<file path="config.mk">
export PLATFORM = sky130hd
export DESIGN_NAME = prisoner_box_core_flat
export DESIGN_NICKNAME = d
export VERILOG_FILES = /design/src/rtl/prisoner_box_core_pkg.sv /design/src/rtl/prisoner_box_core_if.sv /design/src/rtl/prisoner_box_core_key_cmp.sv /design/src/rtl/prisoner_box_core.sv /design/src/flat_wrapper.sv
export SDC_FILE = /design/constraint.sdc
export NUM_CORES = 1
export LEC_CHECK = 0
export BUFFER_PORTS_ARGS = -buffer_cell sky130_fd_sc_hd__buf_2
export CAP_MARGIN = 20
export CORE_UTILIZATION = 58
export CTS_CLUSTER_DIAMETER = 50
export DETAILED_ROUTE_END_ITERATION = 8
export PLACE_DENSITY = 0.88
export SLEW_MARGIN = 10
export SYNTH_ARGS = -nofsm -noshare
export SYNTH_HDL_FRONTEND = slang
export SYNTH_SLANG_ARGS = --single-unit
</file>
<file path="constraint.sdc">
create_clock -name clk -period 2.8 [get_ports clk]
set_input_delay 0.56 -clock clk [delete_from_list [all_inputs] [get_ports clk]]
set_output_delay 0.56 -clock clk [all_outputs]
set_load 0.03 [all_outputs]
</file>
<file path="src/rtl/prisoner_box_core_pkg.sv">
// prisoner_pkg: shared command encoding and default widths for the sealed-box core
package prisoner_pkg;
  localparam int DATA_W = 8;
  localparam int KEY_W = 32;
  typedef enum logic [2:0] {
    IDLE  = 3'b000,
    STORE = 3'b001,
    OPEN  = 3'b010,
    SEAL  = 3'b100
  } cmd_e;
endpackage

</file>
<file path="src/rtl/prisoner_box_core_if.sv">
// prisoner_box_if: command/data bus between the puzzle controller and one box
interface prisoner_box_if
  import prisoner_pkg::*;
#(
  parameter int DW = DATA_W,
  parameter int KW = KEY_W
);
  logic [2:0]    state_reg;
  logic [DW-1:0] input_data;
  logic [KW-1:0] guard_key;
  logic [DW-1:0] output_data;
  modport master (output state_reg, input_data, guard_key, input output_data);
  modport slave  (input state_reg, input_data, guard_key, output output_data);
endinterface

</file>
<file path="src/rtl/prisoner_box_core_key_cmp.sv">
// key_cmp: purely combinational full-width key equality
module key_cmp #(
  parameter int W = 32
) (
  input  logic [W-1:0] a,
  input  logic [W-1:0] b,
  output logic         eq
);
  assign eq = a == b;
endmodule

</file>
<file path="src/rtl/prisoner_box_core.sv">
// prisoner_box_core: one sealed storage byte released only to a matching key, with lockout
module prisoner_box_core
  import prisoner_pkg::*;
#(
  parameter int MAX_TRIES = 3
) (
  input logic          clk,
  input logic          rst_n,
  prisoner_box_if.slave bus
);
  localparam logic [3:0] MAX = 4'(MAX_TRIES);
  logic [DATA_W-1:0] content;
  logic [KEY_W-1:0]  key;
  logic              full, sealed, locked_out, key_ok;
  logic [3:0]        fail_cnt, fail_nxt;
  logic              is_store, is_seal, is_open, do_store, do_seal, good_open, bad_key;
  key_cmp #(.W(KEY_W)) u_cmp (.a(bus.guard_key), .b(key), .eq(key_ok));
  always_comb begin
    is_store  = bus.state_reg == STORE;
    is_seal   = bus.state_reg == SEAL;
    is_open   = bus.state_reg == OPEN;
    do_store  = is_store && !sealed && !locked_out;
    do_seal   = is_seal && full && !locked_out;
    good_open = is_open && full && !locked_out && key_ok;
    bad_key   = is_open && full && !key_ok;
    fail_nxt  = fail_cnt >= MAX ? MAX : fail_cnt + 4'd1;
  end
  always_ff @(posedge clk or negedge rst_n)
    if (!rst_n) begin
      content         <= '0;
      key             <= '0;
      full            <= 1'b0;
      sealed          <= 1'b0;
      locked_out      <= 1'b0;
      fail_cnt        <= '0;
      bus.output_data <= '0;
    end else begin
      if (do_store) begin
        content  <= bus.input_data;
        key      <= bus.guard_key;
        full     <= 1'b1;
        fail_cnt <= '0;
      end
      if (do_seal) sealed <= 1'b1;
      if (is_open) bus.output_data <= good_open ? content : '0;
      if (good_open) begin
        sealed   <= 1'b0;
        fail_cnt <= '0;
      end
      // lockout latches on the attempt that brings the counter to the limit
      if (bad_key) begin
        fail_cnt <= fail_nxt;
        if (fail_nxt == MAX) locked_out <= 1'b1;
      end
    end
endmodule

</file>
<file path="src/flat_wrapper.sv">
// flat-port wrapper written by rule: the top's interface ports become plain ports
module prisoner_box_core_flat import prisoner_pkg::*;
#(
  parameter int MAX_TRIES = 3
)
  (clk, rst_n, bus_state_reg, bus_input_data, bus_guard_key, bus_output_data);
  prisoner_box_if bus_i ();
  input logic clk;
  input logic rst_n;
  input wire logic [$bits(bus_i.state_reg)-1:0] bus_state_reg;
  input wire logic [$bits(bus_i.input_data)-1:0] bus_input_data;
  input wire logic [$bits(bus_i.guard_key)-1:0] bus_guard_key;
  output wire logic [$bits(bus_i.output_data)-1:0] bus_output_data;
  assign bus_i.state_reg = bus_state_reg;
  assign bus_i.input_data = bus_input_data;
  assign bus_i.guard_key = bus_guard_key;
  assign bus_output_data = bus_i.output_data;
  prisoner_box_core #(.MAX_TRIES(MAX_TRIES)) u_core (.clk(clk), .rst_n(rst_n), .bus(bus_i));
endmodule
</file>
==> metrics, run 1 <==
ANT nets after route 0; global-route wire length before repair about 7000 um; pre-CTS setup slack 0.5962 ns; Synth area leaders dfrtp_1 (56%), mux2_2 (16%), xor2_1 (11%); setup violators final 0; Syn Std Cell Area around 2500 um^2; wire per inst 15.01 um; Leakage around 0.0014 uW; DIE WIDTH 67.21 um; starting density of the core around three fifths; TritonCTS clock tree yes; Seq/Total Area, Yosys a little under three fifths; RSZ-0062 raised after global routing false; Longest Clk Path Bufs 2; Sink Count 55; later-pin clock latency in the skew report roughly 0.30 ns; slew of the pin with the lowest slew margin roughly 0.73 ns; PnR worst setup slack 0.8617 ns; Syn Nets around 220; most frequent cell after synthesis dfrtp_1; Synth top area share a little under three fifths; vias 1541; n_diodes 0; DRT iter0 DRCs 54; GRT Resource Usage Total about 22%; vias in the first global route around 1600; Synth async-reset ratio 100.0%; total grt overflow 0; Sum Neg Setup Slack 0 ns; Post-synth EDFFs 0; die area approximately 4500 um^2; worst vdd ir 540.4 uV; Setup crit end kind flip-flop; fin nets approximately 280; Yosys cell types 28; port bufs 52; R2R depth 5; Mapped Avg Cell Area approximately 14 um^2; predominant post-synthesis flop cell dfrtp_1; Clk pin slew, worst setup/hold paths ~0.090 ns; Synth-to-Final Area Change 17.40%; H-tree depth 2; DR DRC count 0; Critical Path Source u_core.key[7]; Period minus WS final around 1.9 ns; I/O Pins 53; fin crit share between 60% and 70%; largest net degree at the start of global routing 37; WL final 4262 um; share of layout cells above drive strength 1 44.02%; hold_buf cts 0; drt via density between 5 and 6; status complete, no violations; Syn Inst Count approximately 180; CTS resizes 0; CTS Buf Count 5; CP max FO 9; postcts setup bufs 0; Synth warnings 0; #FFs+latches synth 55; root buf cell clkbuf_8; kind of critical path reg -> reg; Hold WC Path Type in -> async; initial antenna violation count 0; Hold Slack between 0.3 and 0.4 ns; Core Rows 23; Hold Vio Cnt, Final 0; Post-synth top cells dfrtp_1 (55), mux2_2 (35), xor2_1 (32); Util after Layout a little under three quarters; Slew Limit Fails 0; power per cell area 835.9 nW/um^2; RR Startpoint u_core.key[7]; Clock Skews ~0.0079 ns; CORE AREA between 4000 and 5000 um^2; Synth area leader dfrtp_1; CP Data Arrival Time 2.19 ns; worst path required time 3.05 ns; Detail Placement HPWL 3172 um; Pre-antenna DRT Iters 4; fmax 515.9 MHz; global placer's final weighted congestion slightly below 0.8; max_cap viols 0; Slew HR roughly half; chip height 67.21 um; kind of start point of the critical path flip-flop
==> layout make-up <==
cell class                 instances  area, um^2
tap                               50       62.56
multi-input combinational        115        1070
sequential                        55        1376
fill                             269        1134
clock buffer                       8       100.1
inverter                           1       3.754
timing repair buffer              55       282.8
==> per-stage QoR <==
stage / cell area [um^2] / instances / total power (uW)
CTS: 2895 / 284 / 2441
detailed placement: 2795 / 276 / 1979
global route: 2895 / 284 / 2569
floorplan: 2466 / 176 / 1786
global placement: 2795 / 276 / 1914
finish: 2895 / 284 / 2420
==> kinds of logic after synthesis <==
family	Yosys count	synth area share, %
adder cells (fa/ha/maj)	1	0.5073
multiplexers	42	19.08
AO/OA/AOI/OAI	12	4.414
XOR/XNOR	32	11.36
buffers and inverters	6	0.9132
flip-flops	55	55.81
AND/OR/NAND/NOR	28	7.914
==> power by group <==
group	internal (uW)	switching (uW)
sequential	1110	204
clock	226	239
combinational	392	247
==> final timing paths <==
kind	endpoint	slack, ns
hold reg to reg	u_core.bus.output_data[2]	0.49
max in group asynchronous	u_core.content[7]	1.83
setup / recovery	u_core.bus.output_data[3]	0.86
hold / removal	u_core.key[24]	0.31
min in group clk	u_core.key[25]	0.49
setup reg to reg	u_core.bus.output_data[3]	0.86
==> state kept, by name, indices dropped and copies added, names as in the netlist <==
name	count
u_core.content	8
u_core.sealed	1
u_core.bus.output_data	8
u_core.fail_cnt	4
u_core.key	32
u_core.locked_out	1
u_core.full	1
==> worst max-delay path, stage by stage (launching register included) <==
cell     delay [ns]
dfrtp_1        0.41
xor2_1         0.17
nor4_1         0.39
nand4_1        0.26
nor4_4         0.45
a22o_1         0.21
==> routing by layer <==
metal | global-route usage, % | up-vias | part of all wire (%) | wire length (um)
met5 | 0 | - | 0 | 0
met4 | 8.777 | 0 | 1.5 | 65
li1 | - | 746 | - | -
met1 | 26.08 | 764 | 44 | 1855
met2 | 37.88 | 26 | 51 | 2185
met3 | 4.730 | 5 | 3.6 | 154
==> cells in the final DEF, fill, tap and decap left out, types with 2 or more instances in the layout <==
master    instances
mux2_2           35
mux2i_1           2
nor4_1            9
clkbuf_8          7
nor3b_1           2
a22o_1            8
xor2_1           32
dfrtp_1          55
buf_4             3
nand2_1           3
nand3_1           2
buf_2            52
mux2_1            5
Note: power is estimated with default switching activity, not from simulation.
==> run 2: changes to the inputs <==
Settings changed: CORE_UTILIZATION 58 to 54, PLACE_DENSITY 0.88 to 0.83.
Clock period 2.8 ns to 1.86 ns, I/O delays scaled along.
==> run 2 against run 1 <==
  * The flow now finishes with violations (hold timing)
  * Clock-buffer cell count fell by 3
  * Critical path depth rose by 1
  * Non-clock buffer count up 2
  * First-iteration DRC count up 7.4%
  * Final cell count increased by 1.4%
  * Sequential power up 50%
  * Register-to-register slack lost 0.81 ns
  * Combinational power increased by 55%
  * Sequential cell count did not move
  * Sequential share of layout area down 1.4 points
  * Wire length rose by 0.84%
  * Clock skew rose by 0.0011 ns
  * Highest routed layer unchanged
==> metrics, run 2 (synthesized netlist as in run 1, its figures left out) <==
status finished, violations left; failing checks hold timing; setup violators final 0; CTS Buf Count 5; WL final about 4300 um; Core Rows 24; TritonCTS clock tree yes; Longest Clk Path Bufs 2; Period minus WS final 1.809 ns; n_diodes 0; RSZ-0062 raised after global routing true; P_int 2809 uW; fin crit share 97.28%; Biggest register u_core.key; root buf cell clkbuf_8; kind of start point of the critical path flip-flop; Hold Vio Cnt, Final 17; global placer's final weighted congestion between 0.7 and 0.8; Clock Skews between 0.009 and 0.01 ns; port bufs 52; RR Startpoint u_core.key[2]; Detail Placement HPWL a little over 3000 um; drt via density about 5.4; cell at the slowest stage of the critical path dfrtp_1; Hold WC Path Type in -> async; wire per inst between 10 and 15 um; Leakage between 0.001 and 0.0015 uW; GRT Resource Usage Total 19.39%; vias in the first global route ~1600; Reg-to-Reg End u_core.fail_cnt[2]; Clk pin slew, worst setup/hold paths approximately 0.090 ns; Setup crit end kind flip-flop; Combinational Power Share approximately a quarter; fmax around 550 MHz; max_cap viols 0; Hold Slack -0.003594 ns; CP Data Arrival Time a little over 2 ns; PnR worst setup slack just over 0.05 ns; Pre-antenna DRT Iters 4; die area approximately 4800 um^2; later-pin clock latency in the skew report 0.31 ns; chip height a little under 70 um; crit-path cells xor2_1 > nor4_2 > nand4_1 > buf_4 > o311a_4 > nor3b_1; biggest regs u_core.key: 32 flops, u_core.bus.output_data: 8 flops, u_core.content: 8 flops; total power 3889 uW; max reg flops 32; ANT nets after route 0; largest net degree at the start of global routing 39; buffers and inverters on the worst path 1; starting density of the core between 50 and 60%; Slew Limit Fails 0; R2R depth 6; placed cells between 200 and 300; Sink Count 55; Critical Path Max Stage Delay about 0.40 ns; global-route wire length before repair 7272 um; flop2flop setup slack a little over 0.05 ns; CORE AREA approximately 4400 um^2; total grt overflow 0; pre-CTS setup slack -0.1133 ns; Non-Filler Instances between 200 and 300; slew of the pin with the lowest slew margin around 0.43 ns; Util after Layout about two thirds; Slew HR between 70% and 80%; Switching Fraction ~28%; worst path required time 2.08 ns; DR DRC count 0; kind of critical path reg -> reg; NetSw 1080 uW; sequential share of power between 50% and 60%; most frequent cells in the layout dfrtp_1 (55), buf_2 (52), mux2_2 (35); WP depth 6; clock network power share 23.7%; commonest non-fill, non-tap cell in the layout dfrtp_1; worst vdd ir roughly 770 uV; Synth-to-Final Area Change 20.85%; CP max FO 5; DRT iter0 DRCs between 50 and 60; fin nets about 280; DIE WIDTH approximately 70 um; I/O Pins between 50 and 60; initial antenna violation count 0; Crit path max-delay family simple AND/OR/NAND/NOR gates; power per cell area approximately 1300 nW/um^2; share of layout cells above drive strength 1 46.19%; H-tree depth 2; hold_buf cts 0; vias about 1600
## run 2: worst max path at each step
stage                               to              from  slack [ns]
finish              u_core.fail_cnt[2]     u_core.key[2]        0.05
global route        u_core.fail_cnt[3]    u_core.key[25]       -0.02
CTS                 u_core.fail_cnt[2]     u_core.key[2]        0.03
detailed placement  u_core.fail_cnt[2]  bus_guard_key[2]       -0.11
global placement     u_core.locked_out  bus_guard_key[7]       -0.08
floorplan            u_core.locked_out    u_core.key[28]        0.25
## run 2: cell type report
cell class	instances	area, um^2
Fill cell	308	1404
Sequential cell	55	1376
Multi-Input combinational cell	115	1089
Timing Repair Buffer	57	310.3
Clock buffer	5	68.82
Clock inverter	3	67.56
Tap cell	52	65.06
Inverter	1	3.754
## run 2: power groups by stage
| stage | Clock, uW | Combinational (uW) | Sequential [uW] |
|---|---|---|---|
| 4_1_cts | 940 | 975 | 1970 |
| 6_report | 923 | 989 | 1980 |
| 5_1_grt | 980 | 1110 | 2030 |
| 3_5_place_dp | 0 | 963 | 2000 |
| 3_3_place_gp | 0 | 923 | 1960 |
| 2_1_floorplan | 0 | 760 | 1930 |
## run 2: what timing repair did
item / 4_1_cts / 5_1_grt
setup buffers: 1 / 0
endpoints found under the setup margin: 3 / 6
pin swaps: 1 / 2
resized for setup: 0 / 3
## run 2: layer usage
layer  GRT usage, %  up-vias  wire length (um)
met5              0        -                 0
met4          6.122        0                63
met3          4.797        5               191
met2          31.07       33              2091
met1          26.17      777              1953
li1               -      743                 -
## run 2: metrics by stage
stage          hold WS [ns]  area [um^2]  setup TNS (ns)
2_1_floorplan       0.07641         2466               0
3_3_place_gp         0.3360         2818         -0.3213
3_5_place_dp         0.3343         2818         -0.4909
4_1_cts           0.0008712         2962               0
5_1_grt             0.02262         2980        -0.03152
6_report          -0.003594         2980               0
==> run 3: changes to the inputs <==
==> constraint.sdc (replaced) <==
create_clock -name clk -period 1.86 [get_ports clk]
set_input_delay 0.186 -clock clk [delete_from_list [all_inputs] [get_ports clk]]
set_output_delay 0.186 -clock clk [all_outputs]
set_load 0.03 [all_outputs]
==> run 3 against run 2 <==
  * The flow now finishes without violations
  * Sequential cell count did not move
  * Clock skew is 0.0028 ns lower
  * Register-to-register slack improved by 0.06 ns
  * Largest power group unchanged
  * Highest routed layer unchanged
==> metrics, run 3 (synthesized netlist as in run 1, its figures left out) <==
status complete, no violations; Critical Path Max Stage Delay about 0.44 ns; fin nets ~280; DRT iter0 DRCs between 60 and 70; commonest non-fill, non-tap cell in the layout dfrtp_1; max_cap viols 0; worst vdd ir 834.5 uV; Leakage approximately 0.0014 uW; Biggest register u_core.key; Hold WC Path Type in -> reg; CP max FO 5; post-route cell area between 2000 and 3000 um^2; WL final between 4000 and 5000 um; kind of critical path reg -> reg; I/O Pins 53; Setup crit end kind flip-flop; H-tree depth 2; drt via density around 5.4; n_diodes 0; multi-input gate area in the final layout ~1100 um^2; ANT nets after route 0; fin crit share 93.86%; die area between 4000 and 5000 um^2; Detail Placement HPWL between 2000 and 3000 um; Slew HR 67.01%; register area around 1400 um^2; CTS Buf Count 5; Synth-to-Final Area Change 19.74%; RSZ-0062 raised after global routing true; initial antenna violation count 0; vias 1562; largest net degree at the start of global routing 37; Period minus WS final around 1.7 ns; vias in the first global route ~1600; crit-path cells xor2_1 > nor4_2 > nand2_1 > o311a_4 > nor3b_1; fmax approximately 570 MHz; root buf cell clkbuf_8; port bufs 52; starting density of the core roughly 56%; DR DRC count 0; Pre-antenna DRT Iters 4; CP Data Arrival Time between 1.5 and 2 ns; max reg flops 32; PnR worst setup slack roughly 0.11 ns; slew of the pin with the lowest slew margin roughly 0.49 ns; GRT Resource Usage Total approximately a fifth; Placed Area between 2000 and 3000 um^2; Core Rows 24; Longest Clk Path Bufs 2; Sink Count 55; kind of start point of the critical path flip-flop; Clk pin slew, worst setup/hold paths approximately 0.09 ns; cell at the slowest stage of the critical path o311a_4; Slew Limit Fails 0; share of layout cells above drive strength 1 45.99%; pre-CTS setup slack 0.006003 ns; setup violators final 0; CORE AREA approximately 4400 um^2; DIE WIDTH 69.58 um; most frequent cells in the layout dfrtp_1 (55), buf_2 (52), mux2_2 (35); wire per inst between 10 and 15 um; Hold Vio Cnt, Final 0; Clock Skews between 0.006 and 0.007 ns; global placer's final weighted congestion a little under 0.8; worst path required time ~2.1 ns; chip height approximately 70 um; biggest regs u_core.key: 32 flops, u_core.bus.output_data: 8 flops, u_core.content: 8 flops; power per cell area between 1000 and 1500 nW/um^2; total grt overflow 0; later-pin clock latency in the skew report ~0.30 ns; TritonCTS clock tree yes; Fill cells roughly 340; global-route wire length before repair 7189 um
==> run 3: changes by cell type in the layout (fill, tap and decap cells not counted), sizes merged <==
| cell | previous run | this run |
|---|---|---|
| clkinvlp | 1 | 0 |
| clkinv | 0 | 1 |
| buf | 57 | 58 |
| dlygate4sd3 | 0 | 1 |
| bufinv | 2 | 0 |
| clkbuf | 5 | 6 |
==> run 3: path summary, 6_finish.rpt <==
kind                                   startpoint                         to  slack (ns)  depth (start not counted)
worst max register to register     u_core.key[13]         u_core.fail_cnt[3]        0.11                          5
worst max-delay path               u_core.key[13]         u_core.fail_cnt[3]        0.11                          5
worst min register to register  u_core.content[0]  u_core.bus.output_data[0]        0.49                          1
min in group asynchronous                   rst_n             u_core.key[22]        0.37                          2
worst min-delay path            bus_input_data[4]          u_core.content[4]        0.11                          2
max in group asynchronous                   rst_n             u_core.key[29]        0.87                          3
==> run 3: layout make-up <==
class,count,area share [%]
clock inverter,1,0.1695
timing repair buffer,59,11.23
inverter,1,0.1271
multi-input combinational,115,36.86
tap,52,2.203
sequential,55,46.61
clock buffer,6,2.797
==> run 3: power by group <==
part | internal, uW | switching (uW) | leakage (uW)
clock | 293 | 348 | 0.0000470
sequential | 1670 | 296 | 0.000673
combinational | 598 | 395 | 0.000704
==> run 3: per-layer routing <==
layer	vias up	wire length, um	GRT usage [%]	share of wire, %
li1	749	-	-	-
met1	778	1937	24.80	47
met2	28	1999	30.42	48
met3	7	156	4.942	3.8
met4	0	47	5.215	1.1
met5	-	0	0	0
==> run 3: critical path, delay by kind of cell (launching register included) <==
family | cells | cell delay, ns
xor gates and xnor gates | 1 | 0.18
AOI/OAI and AO/OA | 1 | 0.44
DFF | 1 | 0.39
and+or+nand+nor | 3 | 0.66
==> run 3: metrics by stage <==
stage	utilization, %	instances	hold WS, ns	TNS (ns)	total power, uW
final	67.35	289	0.1139	0	3603
after global routing	67.35	289	0.1040	-0.05094	3860
after CTS	66.84	289	0.1058	0	3603
after detailed placement	64.44	280	0.1774	0	2953
after global placement	64.44	280	0.1877	0	2891
after floorplan	-	176	-0.1096	0	2689
==> run 3: repair_timing <==
action / CTS / global route
buffers inserted: 1 / 0
pin swaps: 1 / 2
endpoints found under the hold margin: 21 / 0
hold buffers: 1 / 0
setup endpoints to repair: 1 / 13
resized for setup: 0 / 4
cloned: 0 / 0
